File: src/rtl/apb_reg_init_seq.sv
// Walks a register-init table and writes each entry over APB, optionally reading
// it back to confirm; reports busy/done/stopped and the first failing entry.
`timescale 1ns/1ps
module apb_reg_init_seq #(
  parameter int NO_APB_REGS = 342,
  parameter int APB_ADDR_WIDTH = 32,
  parameter int APB_DATA_WIDTH = 32,
  parameter int REG_DATA_WIDTH = 16,
  parameter logic [APB_ADDR_WIDTH-1:0] BASE_ADDR = 32'h0013_0000,
  parameter int ADDR_STRIDE = 4,
  localparam int IDX_W = $clog2(NO_APB_REGS)
) (
  input  logic                        p_clk,
  input  logic                        p_rst,
  input  logic                        start_i,
  input  logic                        stop_i,
  input  logic                        verify_en_i,
  output logic                        tbl_rd_o,
  output logic [IDX_W-1:0]            tbl_idx_o,
  input  logic [REG_DATA_WIDTH-1:0]   tbl_data_i,
  output logic [APB_ADDR_WIDTH-1:0]   apb_reg_paddr,
  output logic [2:0]                  apb_reg_pprot,
  output logic                        apb_reg_psel,
  output logic                        apb_reg_penable,
  output logic                        apb_reg_pwrite,
  output logic [APB_DATA_WIDTH-1:0]   apb_reg_pwdata,
  output logic [APB_DATA_WIDTH/8-1:0] apb_reg_pstrb,
  input  logic                        apb_reg_pready,
  input  logic [APB_DATA_WIDTH-1:0]   apb_reg_prdata,
  input  logic                        apb_reg_pslverr,
  output logic                        busy_o,
  output logic                        done_o,
  output logic                        stopped_o,
  output logic                        err_o,
  output logic [IDX_W-1:0]            err_idx_o
);

  typedef enum logic [2:0] {
    IDLE, FETCH, WR_SETUP, WR_ACCESS, RB_SETUP, RB_ACCESS, DONE
  } state_t;

  state_t                    state, next_state;
  logic [IDX_W-1:0]          idx;
  logic [REG_DATA_WIDTH-1:0] data_q;
  logic [APB_ADDR_WIDTH-1:0] addr_q;
  logic                      verify_q;
  logic                      stop_pend;
  logic                      err_q;
  logic [IDX_W-1:0]          err_idx_q;
  logic                      stopped_q;

  logic                      last_entry;
  logic                      stop_req;
  logic                      entry_end;
  logic                      entry_err;
  logic                      rb_mismatch;
  logic [REG_DATA_WIDTH-1:0] cur_data;
  logic                      unused_prdata_hi;

  assign last_entry  = (idx == IDX_W'(NO_APB_REGS - 1));
  assign stop_req    = stop_pend | stop_i;
  assign rb_mismatch = (apb_reg_prdata[REG_DATA_WIDTH-1:0] != data_q);
  assign entry_end   = apb_reg_pready &
                       (((state == WR_ACCESS) && !verify_q) || (state == RB_ACCESS));
  assign entry_err   = apb_reg_pready &
                       (((state == WR_ACCESS) && apb_reg_pslverr) ||
                        ((state == RB_ACCESS) && (apb_reg_pslverr || rb_mismatch)));
  // Table data arrives during WR_SETUP itself, so it is forwarded there and held afterwards.
  assign cur_data    = (state == WR_SETUP) ? tbl_data_i : data_q;
  assign unused_prdata_hi = ^apb_reg_prdata[APB_DATA_WIDTH-1:REG_DATA_WIDTH];

  always_ff @(posedge p_clk) begin
    if (p_rst) state <= IDLE;
    else       state <= next_state;
  end

  always_comb begin
    next_state = state;
    case (state)
      IDLE:      if (start_i) next_state = FETCH;
      FETCH:     next_state = WR_SETUP;
      WR_SETUP:  next_state = WR_ACCESS;
      WR_ACCESS: if (apb_reg_pready) begin
                   if (verify_q)                  next_state = RB_SETUP;
                   else if (last_entry || stop_req) next_state = DONE;
                   else                           next_state = FETCH;
                 end
      RB_SETUP:  next_state = RB_ACCESS;
      RB_ACCESS: if (apb_reg_pready) next_state = (last_entry || stop_req) ? DONE : FETCH;
      DONE:      next_state = IDLE;
      default:   next_state = IDLE;
    endcase
  end

  always_ff @(posedge p_clk) begin
    if (p_rst) begin
      idx       <= '0;
      data_q    <= '0;
      addr_q    <= '0;
      verify_q  <= 1'b0;
      stop_pend <= 1'b0;
      err_q     <= 1'b0;
      err_idx_q <= '0;
      stopped_q <= 1'b0;
    end else begin
      if (state == IDLE && start_i) begin
        idx       <= '0;
        verify_q  <= verify_en_i;
        err_q     <= 1'b0;
        err_idx_q <= '0;
        stopped_q <= 1'b0;
        stop_pend <= 1'b0;
      end
      if (state != IDLE && stop_i) stop_pend <= 1'b1;
      if (state == FETCH)
        addr_q <= BASE_ADDR + APB_ADDR_WIDTH'(idx) * APB_ADDR_WIDTH'(ADDR_STRIDE);
      if (state == WR_SETUP) data_q <= tbl_data_i;
      if (entry_err) begin
        err_q <= 1'b1;
        if (!err_q) err_idx_q <= idx;
      end
      if (entry_end && !(last_entry || stop_req)) idx <= idx + IDX_W'(1);
      if (entry_end && stop_req) stopped_q <= 1'b1;
      if (state == DONE) stop_pend <= 1'b0;
    end
  end

  always_comb begin
    tbl_rd_o        = 1'b0;
    apb_reg_psel    = 1'b0;
    apb_reg_penable = 1'b0;
    apb_reg_pwrite  = 1'b0;
    apb_reg_pstrb   = '0;
    case (state)
      FETCH:     tbl_rd_o = 1'b1;
      WR_SETUP:  begin
                   apb_reg_psel   = 1'b1;
                   apb_reg_pwrite = 1'b1;
                   apb_reg_pstrb  = '1;
                 end
      WR_ACCESS: begin
                   apb_reg_psel    = 1'b1;
                   apb_reg_penable = 1'b1;
                   apb_reg_pwrite  = 1'b1;
                   apb_reg_pstrb   = '1;
                 end
      RB_SETUP:  apb_reg_psel = 1'b1;
      RB_ACCESS: begin
                   apb_reg_psel    = 1'b1;
                   apb_reg_penable = 1'b1;
                 end
      default:   ;
    endcase
  end

  assign tbl_idx_o      = idx;
  assign apb_reg_paddr  = addr_q;
  assign apb_reg_pwdata = APB_DATA_WIDTH'(cur_data);
  assign apb_reg_pprot  = 3'b000;
  assign busy_o         = (state != IDLE);
  assign done_o         = (state == DONE);
  assign stopped_o      = stopped_q;
  assign err_o          = err_q;
  assign err_idx_o      = err_idx_q;

endmodule

File: config.mk
export PLATFORM = sky130hd
export DESIGN_NAME = apb_reg_init_seq
export DESIGN_NICKNAME = d
export VERILOG_FILES = /design/src/rtl/apb_reg_init_seq.sv
export SDC_FILE = /design/constraint.sdc
export NUM_CORES = 1
export LEC_CHECK = 0
export CAP_MARGIN = 10
export CORE_AREA = 3 3 108 69
export CTS_BUF_LIST = sky130_fd_sc_hd__clkbuf_8
export CTS_CLUSTER_SIZE = 24
export DETAILED_ROUTE_END_ITERATION = 10
export DIE_AREA = 0 0 111 72
export HOLD_SLACK_MARGIN = 0.08
export MAX_ROUTING_LAYER = met4
export PLACE_DENSITY = 0.87
export SLEW_MARGIN = 20
export SYNTH_ARGS = -nofsm -noshare
export SYNTH_HDL_FRONTEND = slang
export SYNTH_SLANG_ARGS = --single-unit
File: constraint.sdc
create_clock -name p_clk -period 5.11 [get_ports p_clk]
set_input_delay 1.2775 -clock p_clk [delete_from_list [all_inputs] [get_ports p_clk]]
set_output_delay 1.2775 -clock p_clk [all_outputs]
set_load 0.02 [all_outputs]
==> metrics.yaml <==
logic_synthesis:
  seq_area_frac_synth: 0.362
  synthTopCellsByArea: "dfxtp_1 36%, buf_4 13%, mux2_2 6.8%, mux2i_1 6.7%, xnor2_1 5.0%"
  synth_top_area_cell: "dfxtp_1"
  ys.flop_type: "dfxtp_1"
  syn-cell-area_sq_mm: 0.00282
  synth_edf_count: 0
  synth_top_area_share: 0.362
  synthCells: 316
  synth.distinct_cells: 45
  yosys_warnings: 0
  synth_seq_cells: 51
  async_reset_ff_frac: 0
  avgSynthCellArea_sq_um: 8.92
clocking:
  cts.sinks: 51
  cts_setup_buffers: 0
  cts_buffers: 5
  clk_latency_ns: 0.30
  cts_resized: 0
  ctsRootBufferMaster: "clkbuf_8"
  tritoncts: "yes"
  clk_pin_slew_ns: 0.09
  h-tree-depth: 2
  ctsHoldBuffers: 0
  clk_path_buf_depth: 2
finish:
  nets: 455
  finish.utilization: 0.571
  layout-drive-gt1-share: 0.0752
  fin_area_sq_mm: 0.00373
  area_delta_synth_final_pct: 32.3
  fillers: 603
  antenna_cells: 0
timing:
  fin_skew_ns: 0.00248
  finalMaxSlewViolations: 0
  finalSetupTns_ns: 0
  worstMarginPinSlew_ns: 1.09
  fmax_ghz: 0.253
  holdWs_ns: 0.483
  hold_violations: 0
  rsz0062_at_grt: "no"
  finalSetupViolCount: 0
  post-route-period-util: 0.772
  finalCriticalPeriod_ns: 3.95
  slew_headroom: 0.270
placed_design:
  io_buffers: 96
  dpl_cell_area_sq_mm: 0.00363
  hpwl_um: 5430
  gp_congestion: 0.890
setup_path:
  arrival_ns: 2.67
  end_kind: "output pin"
  critPathLaunchType: "register"
  critical_path_class: "reg2out"
  cp.required_ns: 3.83
  path_max_fanout: 16
die:
  ios: 152
  fp.coreArea_sq_mm: 0.00653
  start_util: 0.432
  die_w_um: 111
  die_h_um: 72
  rows: 23
  dieArea_sq_mm: 0.00799
routing:
  drt-total-wl_um: 7100
  drc: 0
  ant_nets: 0
  vias_per_cell: 4.91
  dr.pass1.iters: 4
  wl_per_cell_um: 14.6
  vias: 2386
  drtIter0Drc: 122
power:
  cellPowerDensity_mw_per_mm2: 301
  finalPower_mw: 1.12
  ir_drop_mv: 0.162
  p_leak_nw: 1.40
grt:
  grt_pass1_vias: 2235
  gr-usage-all-layers: 0.177
  gr-total-overflow: 0
  grt_max_degree: 26
  grt_pass1_wl_um: 11100
  antenna_found_initial: 0
outcome:
  status: "finished clean"
min_path:
  min_path_type: "reg2reg"
flow_run:
  maxCapViolations: 0
==> Yosys cell counts (all sizes together), types with 5 or more instances <==
cell     n
nand4    6
clkbuf   8
buf     55
o21ai    5
xnor2   16
mux2    17
dfxtp   51
nand3   19
a21oi   10
nand2   20
and2    18
mux2i   19
nor2    22
==> per-stage QoR <==
| step | setup slack [ns] | cells |
|---|---|---|
| 3_3_place_gp | 1.34 | 478 |
| 2_1_floorplan | 1.81 | 354 |
| 3_5_place_dp | 1.32 | 478 |
| 4_1_cts | 1.14 | 486 |
| 6_report | 1.16 | 486 |
| 5_1_grt | 1.02 | 486 |
==> routing by layer <==
metal  track usage  vias up  share of wire
met4        0.0451        0         0.0065
met5             -        -              0
met2         0.264      103           0.47
met3        0.0517        6          0.081
met1         0.236     1122           0.45
li1              -     1155              -
==> sequential cells by signal, indices dropped and copies added (netlist names), 3 cells and up <==
signal	cells
data_q	16
apb_reg_paddr	10
err_idx_o	9
tbl_idx_o	9
state	3
==> cell families (layout without fill, tap and decap cells) <==
kind of cell / after synthesis / count (layout) / share of synthesized area
flip-flops: 51 / 51 / 0.362
other: 1 / 39 / 0.00133
AND/OR/NAND/NOR: 107 / 107 / 0.194
buffers and inverters: 68 / 113 / 0.159
multiplexers: 36 / 36 / 0.135
adder cells (fa/ha/maj): 2 / 2 / 0.00887
AO/OA/AOI/OAI: 33 / 33 / 0.0812
XOR/XNOR: 18 / 18 / 0.0586
==> layout by cell type (no fill, tap or decap), types with 2 or more instances in the layout <==
cell type        count
conb_1              39
buf_4                4
a21oi_1             10
xnor2_1             16
nor3_1               4
nand2b_1             4
clkdlybuf4s50_1     96
dfxtp_1             51
o211a_1              2
nand2_1             20
mux2_2              17
inv_1                4
a211o_1              2
nor4_1               2
o32ai_1              2
mux2i_1             19
clkbuf_8             6
nor2_1              22
a21boi_0             2
or3_1                2
nand3_1             19
and2_1              18
ha_1                 2
nand4_1              6
nor2b_1              4
o21ai_0              4
a32o_1               2
==> path summary, 6_finish.rpt <==
| check | slack (ns) | start | to | depth (start not counted) |
|---|---|---|---|---|
| setup / recovery | 1.16 | state[1] | apb_reg_pwdata[15] | 5 |
| hold / removal | 0.48 | err_idx_o[7] | err_idx_o[7] | 2 |
| setup reg to reg | 2.78 | tbl_idx_o[1] | tbl_idx_o[5] | 7 |
| hold reg to reg | 0.48 | err_idx_o[7] | err_idx_o[7] | 2 |
==> power breakdown <==
part / switching [mW] / total (mW) / internal (mW)
Clock: 0.139 / 0.250 / 0.111
Sequential: 0.0276 / 0.449 / 0.422
Combinational: 0.223 / 0.424 / 0.202
Total: 0.390 / 1.12 / 0.734
==> worst max-delay path, cell delays in order (launching register included) <==
cell             delay [ns]
dfxtp_1                0.58
nor2b_1                0.41
nor2b_1                0.18
buf_4                  0.25
mux2_2                 0.38
clkdlybuf4s50_1        0.56
==> area by class of cell <==
| class | instances | area (sq um) | share of cell area |
|---|---|---|---|
| clock inverter | 2 | 16.3 | 0.00436 |
| sequential | 51 | 1020 | 0.274 |
| clock buffer | 6 | 82.6 | 0.0221 |
| timing repair buffer | 100 | 991 | 0.266 |
| tap | 87 | 109 | 0.0292 |
| multi-input combinational | 235 | 1490 | 0.400 |
| inverter | 5 | 18.8 | 0.00503 |
Note: power is estimated with default switching activity, not from simulation.
